===== src/rtl/hex_display_scanner.sv =====
// rtl/hex_display_scanner.sv - eight-digit multiplexed seven-segment scanner with per-frame snapshot
module hex_display_scanner #(
   parameter int unsigned SCAN_DIV     = 50000,
   parameter int unsigned BLANK_CYCLES = 500
) (
   input  logic        Clock,
   input  logic        Resetn,
   input  logic [31:0] HexDisplay32Bits,
   input  logic        Display_Freeze,
   input  logic        Blank_Leading_Zeros,
   output logic [7:0]  Digit_Select,
   output logic [6:0]  Segments,
   output logic        Display_Changed
);

   localparam int unsigned CW = $clog2(SCAN_DIV);
   localparam logic [CW-1:0] LAST_CNT = CW'(SCAN_DIV - 1);

   logic [CW-1:0] scan_cnt;
   logic [2:0]    digit_idx;
   logic [31:0]   snapshot;

   logic          slot_tick;
   logic          capture;
   logic          blanked;
   logic          suppressed;
   logic [3:0]    nibble;
   logic [7:0]    zero_from;

   function automatic logic [6:0] hex_to_seg(input logic [3:0] h);
      logic [6:0] s;
      s = 7'h7F;
      case (h)
         4'h0: s = 7'h40;
         4'h1: s = 7'h79;
         4'h2: s = 7'h24;
         4'h3: s = 7'h30;
         4'h4: s = 7'h19;
         4'h5: s = 7'h12;
         4'h6: s = 7'h02;
         4'h7: s = 7'h78;
         4'h8: s = 7'h00;
         4'h9: s = 7'h10;
         4'hA: s = 7'h08;
         4'hB: s = 7'h03;
         4'hC: s = 7'h46;
         4'hD: s = 7'h21;
         4'hE: s = 7'h06;
         4'hF: s = 7'h0E;
         default: s = 7'h7F;
      endcase
      return s;
   endfunction

   always_comb begin
      slot_tick = (scan_cnt == LAST_CNT);
      capture   = slot_tick && (digit_idx == 3'd7);
      blanked   = 32'(scan_cnt) < BLANK_CYCLES;
      nibble    = snapshot[{digit_idx, 2'b00} +: 4];
      // zero_from[i]: nibbles i..7 of the snapshot are all zero
      zero_from = '0;
      for (int i = 0; i < 8; i++) begin
         zero_from[i] = ~|(snapshot >> (4 * i));
      end
      suppressed = Blank_Leading_Zeros && (digit_idx != 3'd0) && zero_from[digit_idx];
   end

   always_ff @(posedge Clock or negedge Resetn) begin
      if (!Resetn) begin
         scan_cnt        <= '0;
         digit_idx       <= 3'd0;
         snapshot        <= 32'h0;
         Digit_Select    <= 8'hFF;
         Segments        <= 7'h7F;
         Display_Changed <= 1'b0;
      end else begin
         scan_cnt <= slot_tick ? '0 : scan_cnt + CW'(1);
         if (slot_tick) begin
            digit_idx <= digit_idx + 3'd1;
         end

         Display_Changed <= 1'b0;
         if (capture && !Display_Freeze) begin
            snapshot        <= HexDisplay32Bits;
            Display_Changed <= (HexDisplay32Bits != snapshot);
         end

         Digit_Select <= blanked ? 8'hFF : ~(8'h01 << digit_idx);
         Segments     <= (blanked || suppressed) ? 7'h7F : hex_to_seg(nibble);
      end
   end

endmodule


===== config.mk =====
export PLATFORM = sky130hd
export DESIGN_NAME = hex_display_scanner
export DESIGN_NICKNAME = d
export VERILOG_FILES = /design/src/rtl/hex_display_scanner.sv
export SDC_FILE = /design/constraint.sdc
export NUM_CORES = 1
export LEC_CHECK = 0
export ABC_AREA = 1
export BUFFER_PORTS_ARGS = -buffer_cell sky130_fd_sc_hd__buf_2
export CAP_MARGIN = 5
export CORE_UTILIZATION = 53
export CTS_CLUSTER_DIAMETER = 60
export DETAILED_ROUTE_END_ITERATION = 7
export PLACE_DENSITY = 0.75
export REMOVE_ABC_BUFFERS = 1
export SYNTH_ARGS = -nofsm -noshare
export SYNTH_HDL_FRONTEND = slang
export SYNTH_SLANG_ARGS = --single-unit

===== constraint.sdc =====
create_clock -name Clock -period 1.9 [get_ports Clock]
set_clock_uncertainty 0.15 [all_clocks]
set_input_delay 0.19 -clock Clock [delete_from_list [all_inputs] [get_ports Clock]]
set_output_delay 0.19 -clock Clock [all_outputs]
set_load 0.02 [all_outputs]

==> impl_metrics.ini, run 1 <==
[outcome]
status = finished with violations
violations = negative setup slack

[worst_setup_path]
regToRegStartpoint = digit_idx[0]
ff2ff_setup_slack_ps = -90
crit_buf_inv = 5
crit_top_cell = nand2_1
crit_path_start_kind = flop
r2r-end = Segments[0]
worstPathArrival_ps = 2110
cp-startpoint = digit_idx[0]
crit_family = simple AND/OR/NAND/NOR gates
rr_worst_depth = 15
crit_chain = buf_12, inv_4, nand2_1, nand3_1, nand2_1, nand2_1, nand2_2, buf_6, ha_2, inv_1, nand2_1, nand3_1, nand2_1, inv_1, nand2_1
critPathKind = reg2reg
critical_path.max_stage_delay_ps = 450
critical_path.max_fanout = 9
critPathCaptureType = flop
cp_data_required_time_ps = 2020
slowest_stage = dfrtp_2

[clocking]
clk_latency_ps = 350
cts_sinks = 67
cts-buffers-inserted = 9
cts_buffer_depth = 2
cts.clk_slew.worst_paths_ps = 70
root_buffer = clkbuf_8
cts_tree = built
htreeDepth = 3

[cells_and_area]
fin_cells = 773
layout-drive-gt1-share_pct = 25.7
syn_to_final_growth_pct = 32.1
diodes = 0
fin_nets = 718

[yosys]
synth-seq-cells = 67
syn_avg_cell_area_um2 = 7.55
yosysSeqAreaShare_pct = 40.8
ys_warn_count = 0
syn-cell-area_mm2 = 0.00416
syn_inst = 551
synth_cell_types = 28

[timing]
max_freq_ghz = 0.503
period_share_pct = 105
tightest_slew_ps = 363
rsz0062_at_grt = true
fin_ws_ps = -89.8
report.final.slew_viol_count = 0
finalSetupTns_ps = -345
fin_crit_ps = 1990
setup_viol = 9
hold_violations = 0
hold_ws_ps = 228
slew_headroom_pct = 75.6

[pwr]
p_leak_nw = 2.67
ir_drop_mv = 0.431
pwr_density_cell_mw_per_mm2 = 541

[drt]
num_vias = 3905
via_per_inst = 5.05
drc = 0
wl_per_cell_um = 13.2
dr.pass1.iters = 5
detail-route-antenna-nets = 0
drt_iter0_drc = 171
wl_um = 10200

[floorplan]
start_util_pct = 56.1
fp.dieW_um = 90.6
pin_count = 52
die_h_um = 90.6
die_area_mm2 = 0.00821
core_mm2 = 0.00741
rows = 31

[global_routing]
grtUsageTotal_pct = 24.3
antenna_found_initial = 0
grt_pass1_vias = 3647
grt_pass1_wl_um = 16200
grt_max_degree = 68
grt_overflow = 0

[placed_design]
routabilityCongestion = 0.887
pre_cts_slack_ps = -139
dp_cells = 714
io_buffers = 51
dp_hpwl_um = 6370

[run]
maxCapViolCount = 0

[min_path]
hp-class = in2async
synth_stat cells, drive strengths merged:
master,instances,area [µm²]
a21oi,3,15.0
buf,10,87.6
clkbuf,3,11.3
clkinv,1,3.75
dfrtp,52,1300
dfstp,15,394
ha,13,163
inv,86,323
nand2,171,649
nand3,40,205
nand3b,2,15.0
nand4,10,62.6
nor2,56,215
nor3,5,25.0
nor4,3,48.8
o211ai,4,30.0
o21ai,40,287
o21bai,1,7.51
xnor2,29,254
xor2,7,61.3
worst min-delay path, cell delays in order:
cell	delay (ps)
dlygate4sd3_1	530
buf_2	120
buf_12	280
logic make-up (layout without fill, tap and decap cells):
family | after synthesis | count (layout) | share of synthesized area, %
simple gates | 287 | 287 | 29.4
buf+inv | 100 | 223 | 10.2
flops | 67 | 67 | 40.8
compound gates | 48 | 48 | 8.15
xor+xnor | 36 | 36 | 7.58
fa+ha+maj | 13 | 13 | 3.91
power breakdown:
part | leakage [nW] | switching (mW) | internal, mW
sequential | 0.869 | 0 | 1.43
clock | 0.113 | 0.544 | 0.809
combinational | 1.69 | 0.0873 | 0.102
total | 2.67 | 0.632 | 2.34
timing repair:
action | in CTS | in global routing
hold endpoints to repair | 90 | 0
buffers inserted | 0 | 5
setup endpoints to repair | 16 | 42
gates cloned | 1 | 4
hold buffers | 33 | 0
pin swaps | 2 | 15
gates resized for setup | 9 | 26
metal layers:
| layer | part of all wire (%) | vias to the layer above | GRT usage, % |
|---|---|---|---|
| met5 | 0 | - | 0 |
| met4 | 2.3 | 0 | 7.80 |
| met3 | 4.5 | 25 | 4.04 |
| met2 | 50 | 116 | 40.3 |
| met1 | 43 | 1825 | 32.2 |
| li1 | - | 1939 | - |
state kept, by name, summed over array words and instances (netlist names):
| signal | flops |
|---|---|
| Digit_Select | 8 |
| scan_cnt | 16 |
| Display_Changed | 1 |
| digit_idx | 3 |
| Segments | 7 |
| snapshot | 32 |
layout make-up:
type                    count  area, µm²
multi-input cells         384       2120
fillers                   535       1920
flip-flops and latches     67       1700
repair buffers            120        993
inverters                  87        332
clock buffers              12        155
well taps                  99        124
clock inverters             4       72.6
stage by stage:
step           util (%)  power (mW)  area [µm²]
4_1_cts            71.2        2.99        5270
6_report           74.1        2.97        5490
5_1_grt            74.1        3.07        5490
3_5_place_dp       63.1        1.59        4670
2_1_floorplan         -        1.50        4060
3_3_place_gp       63.1        1.59        4670
worst max path at each step:
| stage | end | cells after the start | slack [ps] |
|---|---|---|---|
| after floorplan | snapshot[0] | 7 | -830 |
| after global placement | Segments[0] | 14 | -80 |
| after detailed placement | Segments[0] | 14 | -140 |
| after CTS | Segments[0] | 14 | -4 |
| after global routing | Segments[0] | 11 | -220 |
| final | Segments[0] | 15 | -90 |
placed cells by master, fill, tap and decap left out, drive strengths merged:
cell | synthesis | routed
nand3 | 40 | 40
bufinv | 0 | 2
dlygate4sd3 | 0 | 33
o211ai | 4 | 4
xnor2 | 29 | 29
o21bai | 1 | 1
ha | 13 | 13
nand4 | 10 | 10
dfstp | 15 | 15
nor4 | 3 | 3
inv | 86 | 86
clkinv | 1 | 2
nor3 | 5 | 5
clkinvlp | 0 | 1
o21ai | 40 | 40
a21oi | 3 | 3
nand3b | 2 | 2
buf | 10 | 84
nor2 | 56 | 56
clkbuf | 3 | 15
xor2 | 7 | 7
nand2 | 171 | 171
dfrtp | 52 | 52
Power figures use the tool's default switching activity.
==> inputs of run 2 (changes only) <==
--- a/config.mk
+++ b/config.mk
@@ -8,6 +8,7 @@
 export ABC_AREA = 1
 export BUFFER_PORTS_ARGS = -buffer_cell sky130_fd_sc_hd__buf_2
 export CAP_MARGIN = 5
+export CORE_MARGIN = 3
 export CORE_UTILIZATION = 53
 export CTS_CLUSTER_DIAMETER = 60
 export DETAILED_ROUTE_END_ITERATION = 7
==> impl_metrics.ini, run 2 (synthesized netlist as in run 1, its figures left out) <==
[cells_and_area]
final_area_mm2 = 0.00581
finalCoreUtilization_pct = 78.0
regMostFlops = snapshot
top_regs = snapshot: 32 flops, scan_cnt: 16 flops, Digit_Select: 8 flops
nFillCells = 478
largest_reg_flops = 32
fin_nets = 727
syn_to_final_growth_pct = 39.7
final_cell_mix = 133 x nand2_1, 80 x inv_1, 52 x buf_2
layout_commonest_cell = nand2_1
multiInputGateArea_mm2 = 0.00233
layout-drive-gt1-share_pct = 32.4
regArea_mm2 = 0.00170
diodes = 0

[worst_setup_path]
crit_cells = 8
critPathKind = reg2reg
rr_worst_depth = 8
crit_chain = nor2_2, nand2_2, nor4_4, nand3_4, buf_12, clkbuf_16, nand2_4, o21ai_2
slowest_stage = dfrtp_1
critical_path.max_stage_delay_ps = 430
worstPathArrival_ps = 2050
crit_path_start_kind = flop
crit_buf_inv = 2
cp_data_required_time_ps = 1990
critical_path.max_fanout = 8
crit_family = simple AND/OR/NAND/NOR gates
critPathCaptureType = flop

[floorplan]
die_area_mm2 = 0.00895
rows = 31
fp.dieW_um = 94.6
die_h_um = 94.6
core_mm2 = 0.00745
start_util_pct = 55.8
pin_count = 52

[timing]
finalSetupTns_ps = -699
max_freq_ghz = 0.510
fin_crit_ps = 1960
fin_ws_ps = -59.8
report.final.slew_viol_count = 0
hold_ws_ps = 246
period_share_pct = 103
slew_headroom_pct = 76.0
rsz0062_at_grt = true
setup_viol = 23
tightest_slew_ps = 357
hold_violations = 0

[drt]
num_vias = 4203
wl_um = 11900
via_per_inst = 5.37
drt_iter0_drc = 349
wl_per_cell_um = 15.2
drc = 6
dr.pass1.iters = 8
detail-route-antenna-nets = 0

[pwr]
p_int_mw = 2.17
pwr_density_cell_mw_per_mm2 = 491
ir_drop_mv = 0.342
p_switching_uw = 679
switching_share_pct = 23.8
p_comb_share_pct = 6.8
seqPwrFrac_pct = 50.1
clock_power_share_pct = 43.1
p_leak_nw = 2.79

[clocking]
clk_latency_ps = 350
cts.clk_slew.worst_paths_ps = 80
cts-buffers-inserted = 9
cts_buffer_depth = 2
root_buffer = clkbuf_8
cts_tree = built
htreeDepth = 3
cts_sinks = 67

[global_routing]
grt_max_degree = 68
grt_overflow = 0
grtUsageTotal_pct = 22.6
grt_pass1_wl_um = 16100
antenna_found_initial = 0
grt_pass1_vias = 3681

[min_path]
hp-class = in2async

[run]
maxCapViolCount = 0

[outcome]
status = finished with violations
violations = design-rule violations, negative setup slack

[placed_design]
io_buffers = 51
dp_hpwl_um = 6350
pre_cts_slack_ps = -64.6
dpl_cell_area_mm2 = 0.00464
routabilityCongestion = 0.901
run 2: final timing paths:
path	startpoint	end	slack, ps
setup / recovery	scan_cnt[12]	snapshot[26]	-60
hold / removal	Resetn	snapshot[24]	250
setup reg to reg	scan_cnt[12]	snapshot[26]	-60
hold reg to reg	scan_cnt[0]	scan_cnt[0]	320
max in group asynchronous	Resetn	Digit_Select[2]	1040
min in group Clock	scan_cnt[0]	scan_cnt[0]	320
run 2: tightest hold or removal path, cell delays in order:
cell	delay (ps)
dlygate4sd3_1	520
buf_2	120
buf_12	310
run 2: power groups by stage:
| stage | sequential, mW | clock, mW | combinational [mW] |
|---|---|---|---|
| 6_report | 1.43 | 1.23 | 0.193 |
| 5_1_grt | 1.43 | 1.31 | 0.215 |
| 4_1_cts | 1.43 | 1.23 | 0.189 |
| 3_5_place_dp | 1.45 | 0 | 0.137 |
| 3_3_place_gp | 1.45 | 0 | 0.135 |
| 2_1_floorplan | 1.45 | 0 | 0.0502 |
run 2: through the flow:
step	power (mW)	cells
detailed placement	1.59	711
global placement	1.59	711
floorplan	1.50	538
CTS	2.85	762
global route	2.95	782
finish	2.85	782
run 2: area by class of cell:
| cell class | instances | area share, % |
|---|---|---|
| inverter | 87 | 5.79 |
| clock inverter | 6 | 1.10 |
| sequential | 67 | 29.2 |
| timing repair buffer | 129 | 19.2 |
| tap | 99 | 2.13 |
| multi-input combinational | 384 | 40.2 |
| clock buffer | 10 | 2.37 |
run 2: per-layer routing:
metal	track usage, %	share of wire, %	wire [µm]
met4	9.25	3.3	387
met2	37.6	50	5990
met3	4.06	6.7	798
met1	29.2	40	4720
met5	0	0	0
run 2: repair_timing:
action / CTS / global route
endpoints found under the setup margin: 12 / 43
gates resized for setup: 8 / 91
buffers inserted: 1 / 11
cloned: 1 / 9
pin swaps: 4 / 15
hold endpoints to repair: 94 / 0
hold buffers: 33 / 0
==> inputs of run 3 (changes only) <==
--- a/config.mk
+++ b/config.mk
@@ -5,14 +5,13 @@
 export SDC_FILE = /design/constraint.sdc
 export NUM_CORES = 1
 export LEC_CHECK = 0
-export ABC_AREA = 1
 export BUFFER_PORTS_ARGS = -buffer_cell sky130_fd_sc_hd__buf_2
 export CAP_MARGIN = 5
 export CORE_MARGIN = 3
-export CORE_UTILIZATION = 53
+export CORE_UTILIZATION = 52
 export CTS_CLUSTER_DIAMETER = 60
 export DETAILED_ROUTE_END_ITERATION = 7
-export PLACE_DENSITY = 0.75
+export PLACE_DENSITY = 0.74
 export REMOVE_ABC_BUFFERS = 1
 export SYNTH_ARGS = -nofsm -noshare
 export SYNTH_HDL_FRONTEND = slang
==> impl_metrics.ini, run 3 <==
[clocking]
htreeDepth = 3
cts_tree = built
clk_latency_ps = 350
cts_sinks = 67
cts-buffers-inserted = 9
cts_buffer_depth = 2
cts.clk_slew.worst_paths_ps = 80
root_buffer = clkbuf_8

[worst_setup_path]
crit_path_start_kind = flop
worstPathArrival_ps = 2360
regToRegStartpoint = scan_cnt[13]
ff2ff_setup_slack_ps = -370
cp_data_required_time_ps = 1990
critPathCaptureType = flop
slowest_stage = dfrtp_1
critical_path.max_fanout = 8
crit_chain = nor4_4, and4bb_1, and2b_2, nand2_4, buf_12, buf_12, mux2_4
crit_top_cell = buf_12
rr_worst_depth = 7
critical_path.max_stage_delay_ps = 420
r2r-end = snapshot[29]
critPathKind = reg2reg

[timing]
hold_ws_ps = 224
hold_violations = 0
fin_ws_ps = -374
max_freq_ghz = 0.440
period_share_pct = 120
report.final.slew_viol_count = 0
fin_crit_ps = 2270
rsz0062_at_grt = true
slew_headroom_pct = 62.0
tightest_slew_ps = 570
setup_viol = 40

[global_routing]
grt_max_degree = 44
antenna_found_initial = 0
grt_pass1_wl_um = 19500
grtUsageTotal_pct = 33.9
grt_pass1_vias = 3649
grt_overflow = 0

[drt]
dr.pass1.iters = 6
wl_um = 12700
routed-wl-met2_um = 6220
met3_length_um = 876
num_vias = 3356
via_per_inst = 5.96
detail-route-antenna-nets = 0
routed.top_layer = met4
wl_met1_um = 4860
drt_iter0_drc = 279
wl_per_cell_um = 22.6
drc = 0

[yosys]
synth-main-ff-cell = dfrtp_1
syn-cell-area_mm2 = 0.00362
yosys-top-cells-count = 52 x dfrtp_1, 40 x xnor2_1, 32 x mux2_1
syn_inst = 300
synthTopCellsByArea = dfrtp_1 36%, dfstp_2 11%, mux2_1 10%
syn_avg_cell_area_um2 = 12.1
synth-seq-cells = 67
synth_area_leader_cell = dfrtp_1
synth_cell_types = 46
ys_warn_count = 0
synth_most_common_cell = dfrtp_1
synthArstFlopShare_pct = 100
yosysSeqAreaShare_pct = 46.8
synth_edf_count = 0
netlist.area_leader.share_pct = 35.9

[cells_and_area]
final_area_mm2 = 0.00549
fin_cells = 563
layout_commonest_cell = buf_4
syn_to_final_growth_pct = 51.7
top_regs = snapshot: 32 flops, scan_cnt: 16 flops, Digit_Select: 8 flops
diodes = 0
largest_reg_flops = 32
layout-drive-gt1-share_pct = 49.6
final_cell_mix = 78 x buf_4, 51 x dfrtp_1, 51 x buf_2
regMostFlops = snapshot
finalCoreUtilization_pct = 84.1
nFillCells = 330
fin_nets = 530

[placed_design]
dp_hpwl_um = 6740
dpl_cell_area_mm2 = 0.00458
pre_cts_slack_ps = -342
io_buffers = 51
routabilityCongestion = 0.916
dp_cells = 502

[pwr]
pwr_density_cell_mw_per_mm2 = 509
ir_drop_mv = 0.413
p_switching_uw = 664
p_leak_nw = 2.63
p_comb_share_pct = 6.8
clock_power_share_pct = 42.2
p_int_mw = 2.13
seqPwrFrac_pct = 51.0
switching_share_pct = 23.7

[run]
maxCapViolCount = 0

[floorplan]
rows = 29
core_mm2 = 0.00653
die_area_mm2 = 0.00800
die_h_um = 89.4
fp.dieW_um = 89.4
pin_count = 52
start_util_pct = 55.4

[min_path]
hp-class = in2async

[outcome]
violations = negative setup slack
status = finished with violations
[run 3: cell types whose count changed in the layout (fill, tap and decap cells not counted), sizes merged, moves of 10 or more]
cell | previous run | this run
o21ai | 40 | 4
xnor2 | 29 | 40
buf | 90 | 143
mux2i | 0 | 10
nor2 | 56 | 12
inv | 88 | 9
mux2 | 0 | 34
nand2 | 171 | 24
nand3 | 40 | 8
[run 3: worst max-delay path by stage]
| stage | startpoint | to | slack [ps] | cells past startpoint |
|---|---|---|---|---|
| 2_1_floorplan | scan_cnt[0] | snapshot[0] | -890 | 6 |
| 3_3_place_gp | digit_idx[0] | Segments[3] | -270 | 10 |
| 3_5_place_dp | digit_idx[0] | Segments[0] | -340 | 7 |
| 4_1_cts | digit_idx[0] | Segments[3] | -260 | 8 |
| 5_1_grt | digit_idx[0] | Segments[4] | -390 | 7 |
| 6_report | scan_cnt[13] | snapshot[29] | -370 | 7 |
[run 3: cell type report]
type	instances	area [µm²]	area share (%)
Sequential cell	67	1700	30.9
Clock inverter	3	40.0	0.729
Tap cell	77	96.3	1.75
Multi-Input combinational cell	217	2070	37.7
Inverter	9	36.3	0.660
Clock buffer	13	139	2.53
Timing Repair Buffer	177	1410	25.7
[run 3: power groups by stage]
stage	Sequential, mW	Combinational [mW]	Clock (mW)
after global routing	1.43	0.205	1.24
after CTS	1.43	0.180	1.16
final	1.43	0.191	1.18
after detailed placement	1.45	0.123	0
after global placement	1.45	0.120	0
after floorplan	1.45	0.0343	0
[run 3: timing repair]
item	in CTS	in global routing
resized for setup	62	11
buffers inserted	6	7
gates cloned	1	0
pin swaps	6	6
setup endpoints to repair	39	50
hold buffers	34	0
hold endpoints to repair	42	0
[run 3: stage by stage]
| step | power, mW | setup TNS, ps |
|---|---|---|
| after global placement | 1.57 | -7280 |
| after CTS | 2.76 | -6790 |
| after detailed placement | 1.58 | -8240 |
| after global routing | 2.87 | -12670 |
| after floorplan | 1.49 | -30960 |
| final | 2.80 | -12330 |
[run 3: layer usage]
layer	up-vias	track usage [%]
li1	1437	-
met1	1659	39.8
met2	197	55.7
met3	63	9.03
met4	0	20.0
met5	-	0
[run 3: cell families after synthesis]
kind of cell	count (synthesis)	synth area share, %
DFF	67	46.8
adders and majority gates	13	4.49
AOI/OAI and AO/OA	20	4.04
buffers and inverters	16	2.00
and+or+nand+nor	87	12.8
xor gates and xnor gates	45	10.9
muxes	52	19.0
[run 3: critical path: cells and delay by family (launching register included)]
family / cells / cell delay (ps)
and+or+nand+nor: 4 / 980
muxes: 1 / 320
buffers and inverters: 2 / 290
DFF: 1 / 420
